[config.mk]
export PLATFORM = sky130hd
export DESIGN_NAME = afe_pulser_burst
export DESIGN_NICKNAME = d
export VERILOG_FILES = /design/src/rtl/afe_pulser_burst.sv
export SDC_FILE = /design/constraint.sdc
export NUM_CORES = 1
export LEC_CHECK = 0
export BUFFER_PORTS_ARGS = -buffer_cell sky130_fd_sc_hd__buf_4
export CORE_ASPECT_RATIO = 1.75
export CORE_MARGIN = 2
export CORE_UTILIZATION = 45
export DETAILED_ROUTE_END_ITERATION = 10
export GPL_ROUTABILITY_DRIVEN = 0
export GPL_TIMING_DRIVEN = 0
export SYNTH_ARGS = -nofsm -noshare
export SYNTH_HDL_FRONTEND = slang
export SYNTH_SLANG_ARGS = --single-unit
[constraint.sdc]
create_clock -name clk -period 7.55 [get_ports clk]
set_input_delay 0.755 -clock clk [delete_from_list [all_inputs] [get_ports clk]]
set_output_delay 0.755 -clock clk [all_outputs]
set_load 0.02 [all_outputs]
[src/rtl/afe_pulser_burst.sv]
// afe_pulser_burst: multi-channel burst pulser with sub-clock pulse resolution.
// Each channel produces a SER-bit word per clk cycle for a downstream
// serialiser (bit 0 is the earliest fast tick). A trigger latches the
// width/period/count settings and starts a burst. A pulse count of zero runs
// the channel until it is aborted. Overlapping pulses merge into a continuous
// high level. Per-channel polarity inverts the whole word, including the idle
// level.

module afe_pulser_burst #(
    parameter int N_CH     = 4,
    parameter int SER      = 3,
    parameter int W_WIDTH  = 16,
    parameter int W_PERIOD = 16,
    parameter int W_COUNT  = 16
) (
    input  logic                        clk,
    input  logic                        rst_n,
    input  logic [N_CH-1:0]             trig,
    input  logic [N_CH-1:0]             abort,
    input  logic [N_CH*W_WIDTH-1:0]     width,
    input  logic [N_CH*W_PERIOD-1:0]    period,
    input  logic [N_CH*W_COUNT-1:0]     n_pulses,
    input  logic [N_CH-1:0]             pol,
    output logic [N_CH*SER-1:0]         out,
    output logic [N_CH-1:0]             busy,
    output logic [N_CH-1:0]             done
);

    typedef enum logic {
        ST_IDLE = 1'b0,
        ST_RUN  = 1'b1
    } state_t;

    for (genvar i = 0; i < N_CH; i++) begin : g_ch

        state_t                state_q, state_d;
        logic [W_PERIOD-1:0]   pc_q, pc_d;
        logic [W_PERIOD-1:0]   per_q, per_d;
        logic [W_WIDTH-1:0]    rw_q, rw_d;
        logic [W_WIDTH-1:0]    wid_q, wid_d;
        logic [W_COUNT-1:0]    pl_q, pl_d;
        logic                  cont_q, cont_d;
        logic                  done_q, done_d;
        logic [SER-1:0]        word_q, word_d;

        logic [W_WIDTH-1:0]    width_ch;
        logic [W_PERIOD-1:0]   period_ch;
        logic [W_COUNT-1:0]    count_ch;
        logic [SER-1:0]        idle_word;
        logic [SER-1:0]        gen_bits;
        logic [W_WIDTH-1:0]    rw_eff;
        logic [W_WIDTH-1:0]    rw_next;
        logic                  start;
        logic                  finish;
        logic                  load;

        assign width_ch  = width[i*W_WIDTH +: W_WIDTH];
        assign period_ch = period[i*W_PERIOD +: W_PERIOD];
        assign count_ch  = n_pulses[i*W_COUNT +: W_COUNT];
        assign idle_word = {SER{pol[i]}};

        // A pulse starts whenever the period counter has run out and pulses remain.
        assign start  = (state_q == ST_RUN) && (pc_q == '0) && (cont_q || (pl_q != '0));
        // The burst is over once the last pulse has fully drained out.
        assign finish = (state_q == ST_RUN) && !cont_q && (pl_q == '0) && (rw_q == '0) && !start;
        // A new burst can be accepted when idle, or in the same cycle a burst finishes.
        assign load   = trig[i] && !abort[i] && ((state_q == ST_IDLE) || finish);

        // On a start, the width reload replaces any remainder, so overlapping pulses merge.
        assign rw_eff = start ? wid_q : rw_q;

        // Builds this cycle's word from the remaining width and computes what is left afterwards.
        always_comb begin
            gen_bits = '0;
            for (int b = 0; b < SER; b++) begin
                gen_bits[b] = (rw_eff >= W_WIDTH'(SER)) || (W_WIDTH'(b) < rw_eff);
            end
            if (rw_eff >= W_WIDTH'(SER)) begin
                rw_next = rw_eff - W_WIDTH'(SER);
            end else begin
                rw_next = '0;
            end
        end

        // Computes the next state, counters and output word.
        always_comb begin
            state_d = state_q;
            pc_d    = pc_q;
            per_d   = per_q;
            rw_d    = rw_q;
            wid_d   = wid_q;
            pl_d    = pl_q;
            cont_d  = cont_q;
            done_d  = 1'b0;
            word_d  = idle_word;

            if (state_q == ST_RUN) begin
                if (abort[i]) begin
                    state_d = ST_IDLE;
                    pc_d    = '0;
                    rw_d    = '0;
                    pl_d    = '0;
                end else if (finish) begin
                    state_d = ST_IDLE;
                    done_d  = 1'b1;
                    pc_d    = '0;
                    rw_d    = '0;
                    pl_d    = '0;
                end else begin
                    word_d = gen_bits ^ idle_word;
                    rw_d   = rw_next;
                    if (start) begin
                        pc_d = per_q - W_PERIOD'(1);
                        if (!cont_q) begin
                            pl_d = pl_q - W_COUNT'(1);
                        end
                    end else if (pc_q != '0) begin
                        pc_d = pc_q - W_PERIOD'(1);
                    end
                end
            end

            if (load) begin
                state_d = ST_RUN;
                wid_d   = width_ch;
                per_d   = (period_ch == '0) ? W_PERIOD'(1) : period_ch;
                cont_d  = (count_ch == '0);
                pl_d    = count_ch;
                pc_d    = '0;
                rw_d    = '0;
            end
        end

        // Holds the channel state, counters, latched settings and registered outputs.
        always_ff @(posedge clk or negedge rst_n) begin
            if (!rst_n) begin
                state_q <= ST_IDLE;
                pc_q    <= '0;
                per_q   <= '0;
                rw_q    <= '0;
                wid_q   <= '0;
                pl_q    <= '0;
                cont_q  <= 1'b0;
                done_q  <= 1'b0;
                word_q  <= '0;
            end else begin
                state_q <= state_d;
                pc_q    <= pc_d;
                per_q   <= per_d;
                rw_q    <= rw_d;
                wid_q   <= wid_d;
                pl_q    <= pl_d;
                cont_q  <= cont_d;
                done_q  <= done_d;
                word_q  <= word_d;
            end
        end

        assign out[i*SER +: SER] = word_q;
        assign busy[i]           = (state_q == ST_RUN);
        assign done[i]           = done_q;

    end : g_ch

endmodule

======== Yosys cells after proc, flatten, opt, wreduce, memory -nomap -nowiden ========
Index checks and enable logic that the tools add are counted.
word-level totals
  register bits after elaboration ......... 344
  input port bits ......................... 206
operators by class
  add/sub/neg operators ................... 16
  $lt $le $gt $ge ......................... 16
  equality and inequality tests ........... 4
  multiplexer cells ....................... 116
  bitwise operators ....................... 8
  reduce and logical (&&, ||, !) cells .... 112
operator list
  kind                     number
  $mux W16                 76
  $logic_not A16 Y1        20
  $sub A16 B1 Y16 const B  12
  $lt A1 B16 Y1 const A    8
  $reduce_bool A16 Y1      8
  $ge A16 B2 Y1 const B    4
  $lt A2 B16 Y1 const A    4
  $sub A16 B2 Y16 const B  4
  $mux W3                  12
  $logic_and A1 B1 Y1      32
  $mux W1                  28
  $logic_or A1 B1 Y1       20
  $reduce_bool A5 Y1       4
  $ne A4 B2 Y1 const B     4
  $reduce_bool A4 Y1       4
  $logic_not A1 Y1         12
  $reduce_and A3 Y1        4
  $xor A3 B3 Y3            4
  $reduce_and A2 Y1        4
  $reduce_bool A2 Y1       4
  $not A1 Y1               4

======== Longest topological paths before layout ========
  depth after elaboration ................. 10
  mapped depth ............................ 17

======== Least setup slack after synthesis ========
OpenSTA, ideal clock, no wires.
  kind .................................... reg2reg
  from .................................... reg g_ch[0].pc_q[3]
  to ...................................... reg g_ch[0].rw_q[6]
  arrival ................................. 4.391 ns
  data required time ...................... 7.428 ns
  slack ................................... 3.037 ns
  stages on the path, launching flop included .. 15
  buffers on the path ..................... 2
  period minus slack after synthesis ...... 4.513 ns
  path through ............................ dfrtp_1 or4_1 nor3_1 o211a_1 clkbuf_1 clkbuf_1 mux2i_1 inv_1 ha_1 or4_1 or3_1 a2111oi_2 mux2_2 nor2_1 a32o_1
between the ends
  cells in the longest elaborated chain, start to end .. 10
  elaborated cells between the ends (all ways) .. 16
ends and longest elaborated chain
  item                                                     line    text
  start: declaration                                       37      logic [W_PERIOD-1:0] pc_q, pc_d;
  start signal: assignment                                 148     pc_q <= pc_d;
  $logic_not A16 Y1 (*)                                    63      assign start = (state_q == ST_RUN) && (pc_q == '0) && (cont_q || (pl_q != '0));
  $logic_and A1 B1 Y1 (*) (2 in series)                    63
  $mux W16                                                 70      assign rw_eff = start ? wid_q : rw_q;
  $sub A16 B2 Y16 / $ge A16 B2 Y1 (equally long branches)  79, 78
  $mux W16                                                 78      if (rw_eff >= W_WIDTH'(SER)) begin
  $mux W16                                                 103     end else if (finish) begin
  $mux W16                                                 98      if (abort[i]) begin
  $mux W16                                                 97      if (state_q == ST_RUN) begin
  $mux W16                                                 123     if (load) begin
  end signal: assignment                                   150     rw_q <= rw_d;
  end: declaration                                         39      logic [W_WIDTH-1:0] rw_q, rw_d;
Mark *: on every way between the ends. The rest lies on a longest branch, timed or not. The select of a mux whose other input is x is not followed.
A chain may end at the register's enable or synchronous reset.

======== Worst setup path after layout ========
  from .................................... reg g_ch[0].state_q
  to ...................................... reg g_ch[0].rw_q[6]
between the ends
  cells in the longest elaborated chain, start to end .. 9
  elaborated cells between the ends (all ways) .. 19
ends and longest elaborated chain
  item                                                     line    text
  start: declaration                                       36      state_t state_q, state_d;
  start signal: assignment                                 147     state_q <= state_d;
  $logic_and A1 B1 Y1 (2 in series)                        63
  $mux W16                                                 70
  $sub A16 B2 Y16 / $ge A16 B2 Y1 (equally long branches)  79, 78
  $mux W16                                                 78
  $mux W16                                                 103
  $mux W16                                                 98
  $mux W16                                                 97
  $mux W16                                                 123
Parallel ways exist; a longest one is shown, timed or not. The select of a mux whose other input is x is not followed.

==> flow_summary.html <==
<table>
<tr><th>Metric</th><th>Value</th></tr>
<tr><th colspan="2">Floorplanning</th></tr>
<tr><td>Initial core utilization</td><td>0.453</td></tr>
<tr><td>Die Y-Extent</td><td>288 µm</td></tr>
<tr><td>Area enclosed by the die boundary</td><td>0.0478 mm²</td></tr>
<tr><td>Die Wd</td><td>166 µm</td></tr>
<tr><td>Total number of placement rows</td><td>104</td></tr>
<tr><td>Core area</td><td>0.0457 mm²</td></tr>
<tr><td>I/O pin count</td><td>226</td></tr>
<tr><th colspan="2">CTS</th></tr>
<tr><td># hold bufs at CTS</td><td>0</td></tr>
<tr><td>H-tree levels</td><td>2</td></tr>
<tr><td>Maximum clock path buffer count</td><td>3</td></tr>
<tr><td>Clk root buf</td><td>clkbuf_16</td></tr>
<tr><td>Inserted Clock Buffers</td><td>37</td></tr>
<tr><td>Clock Sink Count</td><td>344</td></tr>
<tr><td>Number of setup buffers added after CTS</td><td>0</td></tr>
<tr><td>Clock Pin Slew Worst Setup and Hold Paths</td><td>60 ps</td></tr>
<tr><td>Clock tree from TritonCTS</td><td>done</td></tr>
<tr><td>Later-pin clock latency in the skew report</td><td>550 ps</td></tr>
<tr><td>Gates resized, CTS repair</td><td>0</td></tr>
<tr><th colspan="2">STA</th></tr>
<tr><td>Remaining max-slew budget at the tightest pin</td><td>0.279</td></tr>
<tr><td>Worst clock skew</td><td>30.6 ps</td></tr>
<tr><td>TNS Setup</td><td>0 ps</td></tr>
<tr><td>Worst hold-check slack</td><td>183 ps</td></tr>
<tr><td>Number of hold-slack violations in the final timing report</td><td>0</td></tr>
<tr><td>Final period util</td><td>0.766</td></tr>
<tr><td>Unrepaired setup endpoints after global routing</td><td>no</td></tr>
<tr><td>Final min period</td><td>5780 ps</td></tr>
<tr><td>Setup Viol. Count Final</td><td>0</td></tr>
<tr><td>Final max-slew violation count</td><td>0</td></tr>
<tr><td>Maximum clock frequency</td><td>0.173 GHz</td></tr>
<tr><td>Tightest Pin Transition</td><td>1070 ps</td></tr>
<tr><th colspan="2">Setup path</th></tr>
<tr><td>Classification of the worst setup path</td><td>flop to flop</td></tr>
<tr><td>Critical Path Source Type</td><td>flop</td></tr>
<tr><td>Critical-path maximum fanout</td><td>10</td></tr>
<tr><td>Setup slack on the worst flop-to-flop path</td><td>1770 ps</td></tr>
<tr><td>Data arrival time of the critical path</td><td>6220 ps</td></tr>
<tr><td>Required time reported for the critical path endpoint</td><td>7980 ps</td></tr>
<tr><td>Crit end category</td><td>flop</td></tr>
<tr><th colspan="2">Yosys</th></tr>
<tr><td>Cell variety after synth</td><td>82</td></tr>
<tr><td>Post-synth EDFFs</td><td>0</td></tr>
<tr><td>Yosys warning count</td><td>0</td></tr>
<tr><td>Area leader, netlist</td><td>dfrtp_1</td></tr>
<tr><td>Synth Area in Compound Gates</td><td>0.217</td></tr>
<tr><td>Flop and latch count out of synthesis</td><td>344</td></tr>
<tr><td>Synthesized area</td><td>0.0207 mm²</td></tr>
<tr><td>Combinational family with the most area after synthesis</td><td>simple AND/OR/NAND/NOR gates</td></tr>
<tr><td>Ys flop type</td><td>dfrtp_1</td></tr>
<tr><td>Post-synthesis sequential area ratio</td><td>0.416</td></tr>
<tr><td>Top-area cell type share of the netlist area</td><td>0.416</td></tr>
<tr><td>Share of cell area taken by muxes after synthesis</td><td>0.0597</td></tr>
<tr><td>Dominant cells by area after synthesis</td><td>dfrtp_1 (42%), nand2_1 (5.7%), o21ai_0 (5.2%)</td></tr>
<tr><td>Fraction of synthesized cell area in xor and xnor cells</td><td>0.0250</td></tr>
<tr><td>Mean post-synth cell area</td><td>8.55 µm²</td></tr>
<tr><td>Synth async-reset ratio</td><td>1.00</td></tr>
<tr><td>Synthesized instance count</td><td>2423</td></tr>
<tr><td>Post-synth net total</td><td>2653</td></tr>
<tr><td>Post-Synth Simple-Gate Area</td><td>0.227</td></tr>
<tr><td>Synth Area in Adders</td><td>0.0145</td></tr>
<tr><th colspan="2">GRT</th></tr>
<tr><td>Pin count of the biggest net entering global routing</td><td>100</td></tr>
<tr><td>Via count of the first global-routing pass</td><td>20600</td></tr>
<tr><td>M3 GR Usage</td><td>0.0335</td></tr>
<tr><td>GRT Max-Usage Layer</td><td>met2</td></tr>
<tr><td>All-layer global routing usage</td><td>0.268</td></tr>
<tr><td>Global routing met2 resource utilization</td><td>0.490</td></tr>
<tr><td>First-pass GRT wire length</td><td>105000 µm</td></tr>
<tr><td>GR met1 Demand/Resource</td><td>0.296</td></tr>
<tr><td>Number of antenna violations at the first check in global routing</td><td>2</td></tr>
<tr><td>Grt total ovfl</td><td>0</td></tr>
<tr><th colspan="2">Min path</th></tr>
<tr><td>Worst min-delay path category</td><td>input port to async pin</td></tr>
<tr><th colspan="2">Status</th></tr>
<tr><td>Result of the run</td><td>finished, final reports clean</td></tr>
<tr><th colspan="2">Job</th></tr>
<tr><td>Max-cap check violation count</td><td>0</td></tr>
<tr><th colspan="2">Layout</th></tr>
<tr><td>Final Net Count</td><td>2920</td></tr>
<tr><td>Area of the multi-input gates</td><td>0.0113 mm²</td></tr>
<tr><td>Proportion of layout cells with a drive suffix above 1</td><td>0.165</td></tr>
<tr><td>Count of antenna diodes in the layout</td><td>0</td></tr>
<tr><td>Post-synthesis to final-layout area growth</td><td>18.2%</td></tr>
<tr><td>Fill cell total of the finished layout</td><td>4330</td></tr>
<tr><td>Footprint of the flip-flops and latches</td><td>0.00861 mm²</td></tr>
<tr><th colspan="2">Pwr</th></tr>
<tr><td>Portion of total power attributed to sequential cells</td><td>0.310</td></tr>
<tr><td>Share of power burned in the clock network</td><td>0.200</td></tr>
<tr><td>Fraction of power spent switching nets</td><td>0.442</td></tr>
<tr><td>Worst supply voltage drop on vdd</td><td>251 µV</td></tr>
<tr><td>Net switching power of the design</td><td>4.29 mW</td></tr>
<tr><td>Power Density</td><td>396 mW/mm²</td></tr>
<tr><td>Relative contribution of combinational cells to total power</td><td>0.489</td></tr>
<tr><td>Int Power</td><td>5.41 mW</td></tr>
<tr><td>Tot Pwr</td><td>9.70 mW</td></tr>
<tr><td>Pleak</td><td>10.7 nW</td></tr>
<tr><th colspan="2">Place</th></tr>
<tr><td>Number of input and output port buffers inserted</td><td>225</td></tr>
<tr><td>Sum of net half-perimeters after detailed placement</td><td>49000 µm</td></tr>
<tr><th colspan="2">Drt</th></tr>
<tr><td>Remaining number of nets flagged by the antenna check after routing</td><td>0</td></tr>
<tr><td>DRT Wirelength</td><td>65800 µm</td></tr>
<tr><td>Number of DRC violations after detailed routing</td><td>0</td></tr>
<tr><td>Iteration-0 DRC count of the detailed router</td><td>1540</td></tr>
<tr><td>Number of vias after detailed routing</td><td>20100</td></tr>
<tr><td>Iteration count of the initial detailed-routing pass</td><td>6</td></tr>
<tr><td>Drt via density</td><td>6.10</td></tr>
<tr><td>Routed wirelength normalized by instance count</td><td>19.9 µm</td></tr>
</table>
-- power groups by stage --
stage | sequential [mW] | clock, mW | combinational [mW]
global route | 3.10 | 2.06 | 5.25
floorplan | 2.86 | 0 | 3.46
global placement | 3.00 | 0 | 4.56
finish | 3.01 | 1.94 | 4.75
CTS | 2.99 | 2.00 | 4.69
detailed placement | 3.02 | 0 | 4.67
-- logic make-up after synthesis --
family / count (synthesis)
flops: 344
fa+ha+maj: 24
xor+xnor: 59
compound gates: 716
simple gates: 963
mux: 114
buf+inv: 203
-- sequential cells by signal (all words and copies together), names as in the netlist --
signal and cells:
g_ch.pl_q 64, g_ch.done_q 4, g_ch.rw_q 64, g_ch.pc_q 64, g_ch.cont_q 4, g_ch.state_q 4
g_ch.wid_q 64, g_ch.per_q 64, g_ch.word_q 12
-- critical path, stage by stage, from the launching register on --
cell       delay [ps]
dfrtp_1           530
or3b_2            530
nor3_1            240
o211a_1           260
clkbuf_1          610
clkbuf_1          600
mux2i_1           340
inv_1             120
ha_1              250
or4_1             600
or3_1             460
a2111oi_2         380
mux2_2            280
nor2_1            170
a32o_1            280
-- cell usage in the layout, fill, tap and decap left out, drive strengths merged, types with 12 or more instances in the layout --
cell / n
dfrtp: 344
nand2: 315
buf: 273
o21ai: 234
nor2: 196
a21oi: 167
clkbuf: 131
nor3: 115
inv: 80
nor4: 77
mux2: 76
o22ai: 56
nand3: 43
mux2i: 38
or3: 37
a31oi: 35
or4: 35
a22o: 34
xnor2: 32
and3: 29
nand2b: 28
xor2: 27
ha: 24
a211oi: 22
a32oi: 19
or2: 19
nand4: 17
a22oi: 17
o31ai: 16
o211ai: 15
a21o: 13
and2: 12
-- layout make-up --
type,count,share of cell area
Buffer,125,0.0227
Multi-Input combinational cell,1876,0.460
Clock buffer,51,0.0428
Inverter,78,0.0120
Timing Repair Buffer,228,0.0727
Clock inverter,16,0.00899
Tap cell,583,0.0298
Sequential cell,344,0.352
-- cells in the mapped netlist (all sizes together), types with 45 or more instances --
cell,count
a21oi,167
nor3,115
clkbuf,80
o22ai,56
nor4,77
nand2,315
inv,78
buf,45
mux2,76
o21ai,234
nor2,196
dfrtp,344
-- routing by layer --
metal	share of wire	up-vias	wire, µm
li1	-	9478	-
met1	0.38	9651	25100
met2	0.51	765	33500
met3	0.048	240	3170
met4	0.061	4	3990
met5	0.00041	-	27
-- metrics by stage --
stage               utilization  instance area, µm²  std cells  setup WS (ps)
floorplan                     -               20700       2423           3040
global placement          0.506               23100       3231           1890
detailed placement        0.508               23200       3234           1830
CTS                       0.536               24500       3301           1820
global route              0.536               24500       3301           1580
finish                    0.536               24500       3301           1770
-- worst paths after layout --
check                                       start                end  cells past startpoint
worst max-delay path              g_ch[0].state_q    g_ch[0].rw_q[6]                     14
worst min-delay path                        rst_n   g_ch[3].wid_q[7]                      1
worst max register to register    g_ch[0].state_q    g_ch[0].rw_q[6]                     14
worst min register to register  g_ch[1].per_q[15]  g_ch[1].per_q[15]                      2
max in group asynchronous                   rst_n    g_ch[1].pl_q[8]                      3
min in group clk                         abort[2]     g_ch[2].done_q                      2
No activity file was read; power rests on OpenSTA's default activity.
